## src/rtl/vga_timing_gen.sv

```systemverilog
// vga_timing_gen: VGA raster timing generator. A clock divider produces the
// pixel enable, free-running h/v counters walk the raster, and a one-pixel
// output register drives colour and active-low syncs to the DAC pins while
// pixels are pulled from an upstream valid/ready source in the active area.
module vga_timing_gen #(
  parameter int CLK_DIV = 2,
  parameter int H_VIS   = 640,
  parameter int H_FP    = 16,
  parameter int H_SYNC  = 96,
  parameter int H_BP    = 48,
  parameter int V_VIS   = 480,
  parameter int V_FP    = 10,
  parameter int V_SYNC  = 2,
  parameter int V_BP    = 33,
  parameter int COLOR_W = 12
) (
  input  logic               clk,
  input  logic               rst,
  input  logic               pix_valid,
  input  logic [COLOR_W-1:0] pix_data,
  output logic               pix_ready,
  output logic [9:0]         pix_x,
  output logic [9:0]         pix_y,
  output logic               frame_start,
  output logic               line_start,
  output logic               underflow,
  input  logic               underflow_clr,
  output logic [COLOR_W-1:0] vga_color,
  output logic               vga_hs,
  output logic               vga_vs
);

  localparam int H_TOT = H_VIS + H_FP + H_SYNC + H_BP;
  localparam int V_TOT = V_VIS + V_FP + V_SYNC + V_BP;
  localparam int DIV_W = (CLK_DIV > 1) ? $clog2(CLK_DIV) : 1;

  localparam logic [DIV_W-1:0] DIV_LAST = DIV_W'(CLK_DIV - 1);
  localparam logic [DIV_W-1:0] DIV_ONE  = DIV_W'(1);
  localparam logic [DIV_W-1:0] DIV_ZERO = {DIV_W{1'b0}};
  localparam logic [9:0] H_LAST   = 10'(H_TOT - 1);
  localparam logic [9:0] V_LAST   = 10'(V_TOT - 1);
  localparam logic [9:0] H_VIS_C  = 10'(H_VIS);
  localparam logic [9:0] V_VIS_C  = 10'(V_VIS);
  localparam logic [9:0] HS_BEG   = 10'(H_VIS + H_FP);
  localparam logic [9:0] HS_END   = 10'(H_VIS + H_FP + H_SYNC);
  localparam logic [9:0] VS_BEG   = 10'(V_VIS + V_FP);
  localparam logic [9:0] VS_END   = 10'(V_VIS + V_FP + V_SYNC);
  localparam logic [COLOR_W-1:0] BLACK = {COLOR_W{1'b0}};

  logic [DIV_W-1:0]   div_cnt_q, div_cnt_d;
  logic [9:0]         h_cnt_q, h_cnt_d;
  logic [9:0]         v_cnt_q, v_cnt_d;
  logic [COLOR_W-1:0] color_q, color_d;
  logic               hs_q, hs_d;
  logic               vs_q, vs_d;
  logic               uf_q, uf_d;

  logic pix_en_s;
  logic active_s;
  logic hs_n_s;
  logic vs_n_s;
  logic h_wrap_s;

  // Pixel strobe and decode of the current raster position
  always_comb begin
    pix_en_s = (div_cnt_q == DIV_LAST) && !rst;
    active_s = (h_cnt_q < H_VIS_C) && (v_cnt_q < V_VIS_C);
    hs_n_s   = !((h_cnt_q >= HS_BEG) && (h_cnt_q < HS_END));
    vs_n_s   = !((v_cnt_q >= VS_BEG) && (v_cnt_q < VS_END));
    h_wrap_s = (h_cnt_q == H_LAST);
  end

  // Next state of the divider and raster counters
  always_comb begin
    div_cnt_d = (div_cnt_q == DIV_LAST) ? DIV_ZERO : (div_cnt_q + DIV_ONE);
    h_cnt_d   = h_cnt_q;
    v_cnt_d   = v_cnt_q;
    if (pix_en_s) begin
      h_cnt_d = h_wrap_s ? 10'd0 : (h_cnt_q + 10'd1);
      if (h_wrap_s) begin
        v_cnt_d = (v_cnt_q == V_LAST) ? 10'd0 : (v_cnt_q + 10'd1);
      end else begin
        v_cnt_d = v_cnt_q;
      end
    end else begin
      h_cnt_d = h_cnt_q;
      v_cnt_d = v_cnt_q;
    end
  end

  // Next state of the pin register and the sticky underflow flag
  always_comb begin
    color_d = color_q;
    hs_d    = hs_q;
    vs_d    = vs_q;
    uf_d    = uf_q;
    if (pix_en_s) begin
      hs_d    = hs_n_s;
      vs_d    = vs_n_s;
      color_d = (active_s && pix_valid) ? pix_data : BLACK;
    end else begin
      hs_d    = hs_q;
      vs_d    = vs_q;
      color_d = color_q;
    end
    // a new starve takes priority over a clear in the same cycle
    if (pix_en_s && active_s && !pix_valid) begin
      uf_d = 1'b1;
    end else if (underflow_clr) begin
      uf_d = 1'b0;
    end else begin
      uf_d = uf_q;
    end
  end

  // State register: counters, pins and underflow, async reset to raster origin
  always_ff @(posedge clk or posedge rst) begin
    if (rst) begin
      div_cnt_q <= DIV_ZERO;
      h_cnt_q   <= 10'd0;
      v_cnt_q   <= 10'd0;
      color_q   <= BLACK;
      hs_q      <= 1'b1;
      vs_q      <= 1'b1;
      uf_q      <= 1'b0;
    end else begin
      div_cnt_q <= div_cnt_d;
      h_cnt_q   <= h_cnt_d;
      v_cnt_q   <= v_cnt_d;
      color_q   <= color_d;
      hs_q      <= hs_d;
      vs_q      <= vs_d;
      uf_q      <= uf_d;
    end
  end

  assign pix_ready   = pix_en_s && active_s;
  assign frame_start = pix_en_s && (h_cnt_q == 10'd0) && (v_cnt_q == 10'd0);
  assign line_start  = pix_en_s && (h_cnt_q == 10'd0);
  assign pix_x       = h_cnt_q;
  assign pix_y       = v_cnt_q;
  assign underflow   = uf_q;
  assign vga_color   = color_q;
  assign vga_hs      = hs_q;
  assign vga_vs      = vs_q;

endmodule

```

## config.mk

```make
export PLATFORM = sky130hd
export DESIGN_NAME = vga_timing_gen
export DESIGN_NICKNAME = d
export VERILOG_FILES = /design/src/rtl/vga_timing_gen.sv
export SDC_FILE = /design/constraint.sdc
export NUM_CORES = 1
export LEC_CHECK = 0
export CORE_AREA = 2 2 91 49
export CTS_CLUSTER_SIZE = 20
export DETAILED_ROUTE_END_ITERATION = 12
export DIE_AREA = 0 0 93 51
export GPL_ROUTABILITY_DRIVEN = 1
export PLACE_DENSITY_LB_ADDON = 0.15
export SYNTH_ARGS = -nofsm -noshare
export SYNTH_HDL_FRONTEND = slang
export SYNTH_SLANG_ARGS = --single-unit
```

## constraint.sdc

```tcl
create_clock -name clk -period 2.2 [get_ports clk]
set_input_delay 0.44 -clock clk [delete_from_list [all_inputs] [get_ports clk]]
set_output_delay 0.44 -clock clk [all_outputs]
set_load 0.005 [all_outputs]
```

After elaboration in Yosys (flattened, before gate mapping) --
Cells that the tools add are included.
Storage, ports and cells: register bits after elaboration 36, input bits 16, output and inout port bits 38
Cells by class: add/subtract/negate cells 3, magnitude comparators 6, equal/unequal tests 2, muxes and demuxes 6, reduce and logical (&&, ||, !) cells 17
Operator list (count):
- $add A10 B1 Y10 const B | 2
- $eq A10 B10 Y1 const B | 2
- $logic_not A10 Y1 | 2
- $lt A10 B10 Y1 const B | 2
- $lt A10 B9 Y1 const B | 2
- $mux W10 | 2
- $mux W12 | 1
- $ge A10 B10 Y1 const B | 1
- $ge A10 B9 Y1 const B | 1
- $logic_and A1 B1 Y1 | 9
- $logic_not A1 Y1 | 4
- $mux W1 | 3
- $reduce_and A2 Y1 | 1
- $reduce_bool A2 Y1 | 1
- $add A1 B1 Y1 const B | 1

Longest topological paths before layout --
Gate-level depths: netlist of the first run.
depth after elaboration 5, mapped depth 6, mapped depth without buffers 6

Worst setup path after synthesis of the first run --
Ideal clock, no wire load.
path kind input -> register, start input port rst, end register color_q[0] (netlist: vga_color[0]), setup time 0.121 ns, arrival 1.907 ns, data required time 2.079 ns, setup slack 0.172 ns, cell stages on the path 4, path through inv_1 nand2_1 clkbuf_1 a22o_1
Between the ends: longest elaborated chain between the ends 2
Ends and longest elaborated chain:
- from (decl) | line 18 | input logic rst,
- $logic_not A1 Y1 (no line)
- $logic_and A1 B1 Y1 | line 66 | pix_en_s = (div_cnt_q == DIV_LAST) && !rst;
- to (signal assigned) | line 130 | color_q <= color_d;
- to (decl) | line 53 | logic [COLOR_W-1:0] color_q, color_d;
No other way between the ends. A chain may end at the register's enable or synchronous reset.

Worst setup path in the final report of the first run --
start register h_cnt_q[8] (netlist: pix_x[8]), end output port frame_start
Between the ends: longest elaborated chain between the ends 3
Ends and longest elaborated chain:
- from (decl) | line 51 | logic [9:0] h_cnt_q, h_cnt_d;
- from (signal assigned) | line 128 | h_cnt_q <= h_cnt_d;
- $logic_not A10 Y1 | line 138 | assign frame_start = pix_en_s && (h_cnt_q == 10'd0) && (v_cnt_q == 10'd0);
- $logic_and A1 B1 Y1 (2 in series) | line 138
- to (decl) | line 24 | output logic frame_start,
No other way between the ends.

==> metrics, run 1 <==
outcome completed; CP max FO 2; vias per cell 5.46; ANT cells 0; # DRC 0; Clock Sinks 36; Pwr per Cell Area 640 mW/mm^2; # setup viols final 0; CP Launch Type register; syn_nets 186; setup slack at placement -0.551 ns; DRT Pass-1 Iters 4; Post-Layout Inst Area 0.00263 sq mm; vias in the first global route 1647; setup_tns 0 ns; Post-synth top cells 34 x dfrtp_1, 13 x a22o_1, 13 x nand2_1; hold slack final 0.499 ns; final core utilization 64.4%; cell at the slowest stage of the critical path dfrtp_1; Post-synth EDFFs 0; worst-case clock buffer depth 2; Chip Height 51 um; final slew viol count 0; Nets 267; drt total wl 5330 um; yosys warns 0; final clock skew 0.00321 ns; Primary FF master, synth dfrtp_1; Root Buffer clkbuf_8; RSZ-0062 raised after global routing true; Peak Freq 462 MHz; ANT nets after route 0; Yosys top cell by area dfrtp_1; number of buffers added on ports 53; Total Die Area 0.00474 sq mm; Area Growth Syn to Fin 48.3%; crit-path max cell delay 0.40 ns; GPL Wtd Cong 0.938; Design Power 1.68 mW; LEAKAGE 1.20 nW; Yosys cell types 43; worst rel slew slack 68.9%; Crit path arrival time 1.73 ns; main combinational cell family by area after synthesis simple AND/OR/NAND/NOR gates; num rows 17; wire length per cell 17.5 um; Simple-Gate Fraction of Synth Area 21.4%; Adder-Cell Fraction of Synth Area 2.82%; Cells after Synth 166; Syn Area/Cell 10.7 sq um; largest net degree at the start of global routing 37; placed cells 292; Worst IR Drop VDD 446 uV; initial antenna violation count 0; Starting Density 43.4%; HPWL Detailed 3870 um; Hold Buf Count CTS 0; post-synthesis mux area share 0.635%; critical path type register to primary output; Worst-Skew Late Latency 0.28 ns; placed cell area 0.00250 sq mm; synth top area cells dfrtp_1 48%, a22o_1 6.4%, xor2_1 3.5%, dfstp_2 3.0%, ha_1 2.8%; Die Wd 93 um; CTS buffer count 5; TritonCTS clock tree built; Final Cycle Share 98.5%; Iter 0 DRT Violations 182; Worst Tran Pin Value 0.465 ns; fin worst setup slack 0.0341 ns; endpoint type of the worst setup path primary output; most common cell in the netlist dfrtp_1; Core Area 0.00408 sq mm; xor-xnor portion of the synthesized cell area 4.94%; Seq/Total Area, Yosys 50.9%; final hold vios 0; DR vias 1665; Max Cap Viol 0; Min-Delay Path Class primary input to async pin; first-pass GRT wire length 8520 um; min Tclk post-route 2.17 ns; Ports 54; share of the synthesized area in the top cell type 48.0%; CTS HTree Levels 2; All-Layer GR Usage 24.0%; share of cells above drive strength 1 19.8%; CP Cell Sequence nor4_2 -> nand3_1 -> nor4b_4 -> and4_1 -> buf_2; Worst EP required 1.76 ns; GRT overflow 0; Seq cells post-synth 36; clk slew on worst S/H paths 0.07 ns; Non-Filler Instances 305; Post-Syn Area 0.00177 sq mm; Synth Area in Compound Gates 14.1%; asr flop ratio synth 100%
## worst paths after layout
check | cells after the start | end | slack, ns | from
setup / recovery | 5 | frame_start | 0.03 | pix_x[8]$_DFFE_PP0N_
hold / removal | 3 | div_cnt_q$_DFF_PP0_ | 0.50 | rst
setup reg to reg | 6 | pix_y[9]$_DFFE_PP0P_ | 0.21 | pix_x[0]$_DFFE_PP0N_
hold reg to reg | 1 | vga_color[2]$_DFFE_PP0N_ | 0.51 | vga_color[2]$_DFFE_PP0N_
max in group asynchronous | 3 | vga_hs$_DFFE_PP1N_ | 1.35 | rst
min in group clk | 1 | vga_color[2]$_DFFE_PP0N_ | 0.51 | vga_color[2]$_DFFE_PP0N_
## final cells by class
cell class	count	area [sq um]
sequential	36	903
clock inverter	1	5.00
clock buffer	7	76.3
multi-input combinational	113	802
tap	57	71.3
timing repair buffer	82	739
inverter	9	33.8
fill	330	1450
## power breakdown
group	switching [mW]	leakage (nW)	total [mW]	internal, mW
clock network	0.228	0.0422	0.450	0.222
registers	0.0367	0.466	0.757	0.720
logic	0.211	0.692	0.478	0.267
total	0.475	1.20	1.68	1.21
## flip-flops by register name (all words and copies together), names as in the netlist
| signal | cells |
|---|---|
| vga_color | 12 |
| vga_vs | 1 |
| pix_x | 10 |
| underflow | 1 |
| vga_hs | 1 |
| pix_y | 10 |
| div_cnt_q | 1 |
## logic make-up after synthesis
| group | Yosys count |
|---|---|
| adder cells (fa/ha/maj) | 4 |
| multiplexers | 1 |
| flip-flops | 36 |
| buffers and inverters | 17 |
| AND/OR/NAND/NOR | 63 |
| XOR/XNOR | 10 |
| AO/OA/AOI/OAI | 35 |
## per-layer routing
metal	global-route usage, %	vias up	wire (um)
li1	-	777	-
met1	35.0	809	2560
met2	35.1	74	2300
met3	6.78	5	435
met4	6.37	0	31
met5	0	-	0
## layout by cell type (no fill, tap or decap), types with 8 or more instances in the layout
| cell type | instances |
|---|---|
| nand4_1 | 8 |
| o21ai_0 | 8 |
| dfrtp_1 | 34 |
| buf_4 | 28 |
| clkdlybuf4s50_1 | 49 |
| a22o_1 | 13 |
| nor2_1 | 8 |
| nand2_1 | 13 |
| inv_1 | 9 |
## timing repair
action / CTS / global route
pin swaps: 5 / 4
gates resized for setup: 14 / 1
endpoints found under the setup margin: 3 / 2
buffers inserted: 3 / 2
## critical path: cells and delay by family, from the launching register on
family / cells / cell delay [ns]
and+or+nand+nor: 4 / 0.94
DFF: 1 / 0.40
buffers and inverters: 1 / 0.11
No activity file was read; power rests on OpenSTA's default activity.
==> run 2: changes to the inputs <==
--- a/config.mk
+++ b/config.mk
@@ -10,7 +10,7 @@
 export DETAILED_ROUTE_END_ITERATION = 12
 export DIE_AREA = 0 0 93 51
 export GPL_ROUTABILITY_DRIVEN = 1
-export PLACE_DENSITY_LB_ADDON = 0.15
+export PLACE_DENSITY = 0.83
 export SYNTH_ARGS = -nofsm -noshare
 export SYNTH_HDL_FRONTEND = slang
 export SYNTH_SLANG_ARGS = --single-unit
==> metrics, run 2 (synthesis results as in run 1) <==
outcome complete, but fails checks; failing checks negative setup slack; worst-case clock buffer depth 2; Total Die Area 0.00474 sq mm; clk slew on worst S/H paths 0.08 ns; final slew viol count 0; Min-Delay Path Class primary input to async pin; Post-Layout Inst Area 0.00268 sq mm; commonest non-fill, non-tap cell in the layout clkdlybuf4s50_1; Worst Tran Pin Value 0.474 ns; final core utilization 65.6%; drt total wl 4650 um; vias in the first global route 1493; Nets 267; Non-Filler Instances 305; hold slack final 0.491 ns; DR vias 1602; Root Buffer clkbuf_8; Logic pwr share 28.5%; Clock Sinks 36; endpoint type of the worst setup path primary output; CTS HTree Levels 2; CP Buf/Inv Count 3; crit-path max cell delay 0.39 ns; CP Launch Type register; Peak Freq 442 MHz; num rows 17; net switching power 0.483 mW; CP max FO 2; final clock skew 0.00902 ns; min Tclk post-route 2.26 ns; Ports 54; max reg flops 12; Worst IR Drop VDD 408 uV; P_int 1.26 mW; critical path type register to primary output; Worst-Skew Late Latency 0.28 ns; share of cells above drive strength 1 20.6%; FF/Latch Area 903 sq um; HPWL Detailed 3410 um; Starting Density 43.4%; vias per cell 5.25; initial antenna violation count 0; Iter 0 DRT Violations 88; cell at the slowest stage of the critical path dfrtp_1; RSZ-0062 raised after global routing true; Design Power 1.74 mW; LEAKAGE 1.22 nW; fin worst setup slack -0.0611 ns; setup_tns -0.0611 ns; placed cell area 0.00252 sq mm; largest net degree at the start of global routing 37; clock group share of total power 28.0%; Hold Buf Count CTS 0; commonest cells after routing, fill and taps aside 49 x clkdlybuf4s50_1, 34 x dfrtp_1, 28 x buf_4; CTS buffer count 5; multi-input logic area 831 sq um; CP Cell Sequence nor4_2 -> buf_4 -> nand3_4 -> nor4b_4 -> buf_4 -> and4_1 -> buf_2; number of buffers added on ports 53; Area Growth Syn to Fin 51.0%; delay-heaviest family, CP simple AND/OR/NAND/NOR gates; Max Cap Viol 0; placed cells 295; GRT overflow 0; first-pass GRT wire length 7590 um; GPL Wtd Cong 0.831; Sw Ratio 27.7%; # setup viols final 1; Pwr per Cell Area 650 mW/mm^2; DRT Pass-1 Iters 4; Reg power frac 43.5%; ANT cells 0; Final Cycle Share 103%; Die Wd 93 um; All-Layer GR Usage 21.2%; TritonCTS clock tree built; final hold vios 0; Core Area 0.00408 sq mm; setup slack at placement -0.533 ns; # DRC 0; worst rel slew slack 68.3%; Crit path arrival time 1.82 ns; layout filler cell count 327; wire length per cell 15.2 um; register-to-register setup slack 0.29 ns; Chip Height 51 um; Most common cell on crit path buf_4; Worst EP required 1.76 ns; ANT nets after route 0
run 2: final timing paths:
path,start,end,cells after the start
hold / removal,rst,vga_color[1]$_DFFE_PP0N_,3
setup reg to reg,pix_x[0]$_DFFE_PP0N_,pix_y[9]$_DFFE_PP0P_,6
hold reg to reg,vga_vs$_DFFE_PP1N_,vga_vs$_DFFE_PP1N_,2
max in group asynchronous,rst,vga_vs$_DFFE_PP1N_,3
min in group clk,vga_vs$_DFFE_PP1N_,vga_vs$_DFFE_PP1N_,2
setup / recovery,pix_x[8]$_DFFE_PP0N_,frame_start,7
run 2: cell type report:
cell class / count / share of cell area (%)
sequential: 36 / 33.7
multi-input combinational: 113 / 31.0
tap: 57 / 2.66
inverter: 9 / 1.26
timing repair buffer: 82 / 28.0
clock buffer: 8 / 3.36
run 2: routing by layer:
layer | GRT usage [%] | up-vias | routed length (um)
li1 | - | 772 | -
met1 | 33.4 | 772 | 2330
met2 | 28.4 | 56 | 1950
met3 | 6.05 | 2 | 366
met4 | 4.41 | 0 | 7
met5 | 0 | - | 0
run 2: power by group through the flow:
stage                     Combinational, mW  Clock, mW  Sequential, mW
after global placement                0.447          0           0.760
after global routing                  0.542      0.530           0.764
after detailed placement              0.456          0           0.762
final                                 0.497      0.488           0.757
after CTS                             0.497      0.501           0.756
after floorplan                       0.145          0           0.795
run 2: tightest hold or removal path: stages:
cell and delay [ns]:
dlygate4sd2_1 0.28, inv_1 0.09, buf_4 0.40
run 2: timing repair:
item	CTS	global route
setup endpoints to repair	3	3
pin swaps	3	3
setup buffers	2	0
gates resized for setup	19	3
==> run 3: changes to the inputs <==
--- a/config.mk
+++ b/config.mk
@@ -6,10 +6,11 @@
 export NUM_CORES = 1
 export LEC_CHECK = 0
 export CORE_AREA = 2 2 91 49
-export CTS_CLUSTER_SIZE = 20
+export CTS_CLUSTER_SIZE = 8
 export DETAILED_ROUTE_END_ITERATION = 12
 export DIE_AREA = 0 0 93 51
 export GPL_ROUTABILITY_DRIVEN = 1
+export GPL_TIMING_DRIVEN = 0
 export PLACE_DENSITY = 0.83
 export SYNTH_ARGS = -nofsm -noshare
 export SYNTH_HDL_FRONTEND = slang
==> constraint.sdc (replaced) <==
create_clock -name clk -period 2.45 [get_ports clk]
set_input_delay 0.49 -clock clk [delete_from_list [all_inputs] [get_ports clk]]
set_output_delay 0.49 -clock clk [all_outputs]
set_load 0.005 [all_outputs]
==> metrics, run 3 (synthesis results as in run 1) <==
# DRC 0; endpoint type of the worst setup path primary output; R2R cell count 4; Root Buffer clkbuf_8; FF/Latch Area 907 sq um; vias per cell 5.41; delay-heaviest family, CP buffers and inverters; Total Die Area 0.00474 sq mm; Crit path depth 6; Peak Freq 424 MHz; min Tclk post-route 2.36 ns; HPWL Detailed 3150 um; outcome completed; share of cells above drive strength 1 16.9%; CTS buffer count 5; Min-Delay Endpoint div_cnt_q$_DFF_PP0_; Iter 0 DRT Violations 108; CP Buf/Inv Count 4; final hold vios 0; Clock Sinks 36; cell at the slowest stage of the critical path clkdlybuf4s50_1; CP Cell Sequence dlygate4sd2_1 -> nor2b_4 -> buf_4 -> nand4b_1 -> inv_1 -> clkdlybuf4s50_1; Min-Delay Path Class register to register; vias in the first global route 1444; Crit path arrival time 1.87 ns; max reg flops 12; critical path type primary input to primary output; crit-path max cell delay 0.50 ns; Post-Layout Inst Area 0.00261 sq mm; Nets 255; multi-input logic area 821 sq um; Area Growth Syn to Fin 47.1%; Chip Height 51 um; ANT nets after route 0; CTS HTree Levels 2; LEAKAGE 1.17 nW; worst rel slew slack 52.7%; Pwr per Cell Area 601 mW/mm^2; Final Cycle Share 96.3%; wire length per cell 15.2 um; DR vias 1586; Core Area 0.00408 sq mm; clk slew on worst S/H paths 0.07 ns; CP Launch Type primary input; RSZ-0062 raised after global routing true; final core utilization 63.9%; ANT cells 0; # setup viols final 0; register-to-register setup slack 0.53 ns; Reg2Reg Capture Point pix_y[0]$_DFFE_PP0P_; worst-case clock buffer depth 2; hold slack final 0.493 ns; All-Layer GR Usage 20.2%; setup_tns 0 ns; num rows 17; Starting Density 43.4%; TritonCTS clock tree built; Design Power 1.57 mW; WHS Path Cells 1; layout filler cell count 344; final slew viol count 0; Worst-Skew Late Latency 0.29 ns; Die Wd 93 um; commonest non-fill, non-tap cell in the layout clkdlybuf4s50_1; Worst EP required 1.96 ns; number of buffers added on ports 53; drt total wl 4460 um; placed cell area 0.00240 sq mm; final clock skew 0.00451 ns; GPL Wtd Cong 0.903; GRT overflow 0; largest net degree at the start of global routing 22; Hold Buf Count CTS 0; Worst Tran Pin Value 0.704 ns; DRT Pass-1 Iters 4; CP max FO 4; Worst IR Drop VDD 309 uV; commonest cells after routing, fill and taps aside 50 x clkdlybuf4s50_1, 31 x dfrtp_1, 13 x nand2_1, 13 x a22o_1, 11 x buf_4; first-pass GRT wire length 7220 um; Hold Path Origin div_cnt_q$_DFF_PP0_; initial antenna violation count 0; Ports 54; worst r2r src pix_y[4]$_DFFE_PP0P_; Max Cap Viol 0
run 3: changes by cell type in the layout (fill, tap and decap cells not counted), sizes merged:
cell,change
bufinv,+1
dlymetal6s2s,-1
clkdlybuf4s50,+1
clkbuf,-1
clkinv,+1
buf,-14
dlygate4sd2,+1
run 3: area by class of cell:
class / count / share of cell area (%)
Multi-Input combinational cell: 113 / 31.4
Clock inverter: 2 / 1.34
Buffer: 7 / 1.97
Tap cell: 57 / 2.73
Clock buffer: 6 / 2.78
Inverter: 9 / 1.29
Sequential cell: 36 / 34.8
Timing Repair Buffer: 63 / 23.7
run 3: worst max path at each step:
stage	from	endpoint	slack, ns
floorplan	rst	vga_color[0]$_DFFE_PP0N_	0.37
global placement	rst	frame_start	-0.68
detailed placement	rst	frame_start	-0.70
CTS	pix_x[5]$_DFFE_PP0N_	frame_start	0.01
global route	pix_x[7]$_DFFE_PP0N_	frame_start	-0.03
finish	rst	pix_ready	0.09
run 3: metrics by stage:
| stage | setup WS [ns] | cells |
|---|---|---|
| after global placement | -0.677 | 276 |
| after CTS | 0.0116 | 290 |
| after floorplan | 0.372 | 166 |
| after detailed placement | -0.699 | 277 |
| after global routing | -0.0259 | 293 |
| final | 0.0903 | 293 |
run 3: routing by layer:
metal | vias up | global-route usage [%] | share of wire [%]
met2 | 80 | 26.7 | 41
met3 | 4 | 6.34 | 8.9
li1 | 750 | - | -
met4 | 0 | 5.39 | 0.81
met1 | 752 | 31.4 | 49
met5 | - | 0 | 0
run 3: timing repair:
item,4_1_cts,5_1_grt
setup endpoints to repair,3,3
pin swaps,4,4
resized for setup,14,4
buffers inserted,5,4
run 3: power by group:
part / internal (mW) / switching (mW) / total (mW)
logic: 0.204 / 0.129 / 0.333
registers: 0.646 / 0.0773 / 0.723
clock network: 0.302 / 0.211 / 0.513
==> RTL edit, RTL diff (flow settings as in run 2) <==
The parameter `CLK_DIV` goes from 2 to 4.
--- a/src/rtl/vga_timing_gen.sv
+++ b/src/rtl/vga_timing_gen.sv
@@ -4,5 +4,5 @@
 // pixels are pulled from an upstream valid/ready source in the active area.
 module vga_timing_gen #(
-  parameter int CLK_DIV = 2,
+  parameter int CLK_DIV = 4,
   parameter int H_VIS   = 640,
   parameter int H_FP    = 16,
Check against the original RTL: not equivalent (a bounded check fails within 4 cycles, from zero or initial values and one cycle with rst high).
==> RTL edit against run 2 <==
  * The flow still finishes with violations (setup timing)
  * Power fell by 17%
  * Largest power group unchanged
  * First-iteration DRC count fell by 4.5%
  * Critical path depth did not move
  * Sequential cell count rose by 1
  * Cell count rose by 0.98%
  * Combinational power fell by 47%
  * Register-to-register slack barely moved
  * Setup slack got worse by 0.049 ns
  * Cell area fell by 1.7%
  * Worst hold slack got worse by 0.067 ns
  * Routed wire length fell by 1.7%
  * Synthesized area rose by 1.1%
==> RTL edit: results (changes against run 2) <==
Pwr
  – Total power: 1.45 mW (was 1.74 mW)
  – Combinational Power Share: 18.0% (was 28.5%)
  – Clk pwr: 0.455 mW (was 0.488 mW)
  – Internal power: 1.08 mW (was 1.26 mW)

GRT
  – GRT Total Usage: 21.1% (was 21.2%)
  – Vias in the first global route: 1,474 (was 1,493)

STA
  – Min Hold Slack: 0.424 ns (was 0.491 ns)
  – Final setup margin: -0.110 ns (was -0.0611 ns)
  – Skew final: 0.00425 ns (was 0.00902 ns)
  – Final setup violation count: 1 (unchanged)

Cells and area
  – Clock buf/inv share: 3.14% (was 3.36%)
  – Nets: 271 (was 267)
  – Area occupied by registers: 928 sq um (was 903 sq um)
  – Final core occ: 64.5% (was 65.6%)
  – Non-clock inverters: 12 (was 9)
  – Multi-input gates: 115 (was 113)
  – NonClk Buf Share: 27.6% (was 28.0%)
  – Multi-input combinational area share: 29.6% (was 31.0%)

Setup path
  – CP max stage delay: 0.36 ns (was 0.39 ns)
  – R2R depth: 8 (was 6)

Detailed routing
  – Aggregate routed wire length: 4570 um (was 4650 um)

Yosys
  – Seq cells post-synth: 37 (was 36)
  – Syn nets: 190 (was 186)

Run status
  – Violated checks: setup timing (unchanged)
  – Outcome: complete, but fails checks (unchanged)

Clocking
  – Post_cts resized: 8 (was 19)

Place
  – GPL Wtd Cong: 0.841 (was 0.831)
## RTL edit: changes by cell type in the layout (fill, tap and decap cells not counted), moves of 3 or more
cell and change:
buf_4 -3, inv_1 +3, nand3_1 +3, nor2_1 +3, nor4_1 -3, o31ai_1 -3
## RTL edit: per-layer routing
metal	wire length (um)	track usage (%)	share of wire, %
met1	2320	30.8	51
met2	1920	29.7	42
met3	263	5.75	5.8
met4	70	8.33	1.5
met5	0	0	0
## RTL edit: cell families (layout without fill, tap and decap cells)
| kind of cell | after synthesis | count (layout) | synth area share (%) |
|---|---|---|---|
| buffers and inverters | 17 | 99 | 5.02 |
| AND/OR/NAND/NOR | 68 | 68 | 22.5 |
| XOR/XNOR | 9 | 9 | 4.40 |
| multiplexers | 1 | 1 | 0.558 |
| flip-flops | 37 | 37 | 51.8 |
| AO/OA/AOI/OAI | 32 | 32 | 12.2 |
| adder cells (fa/ha/maj) | 5 | 5 | 3.49 |
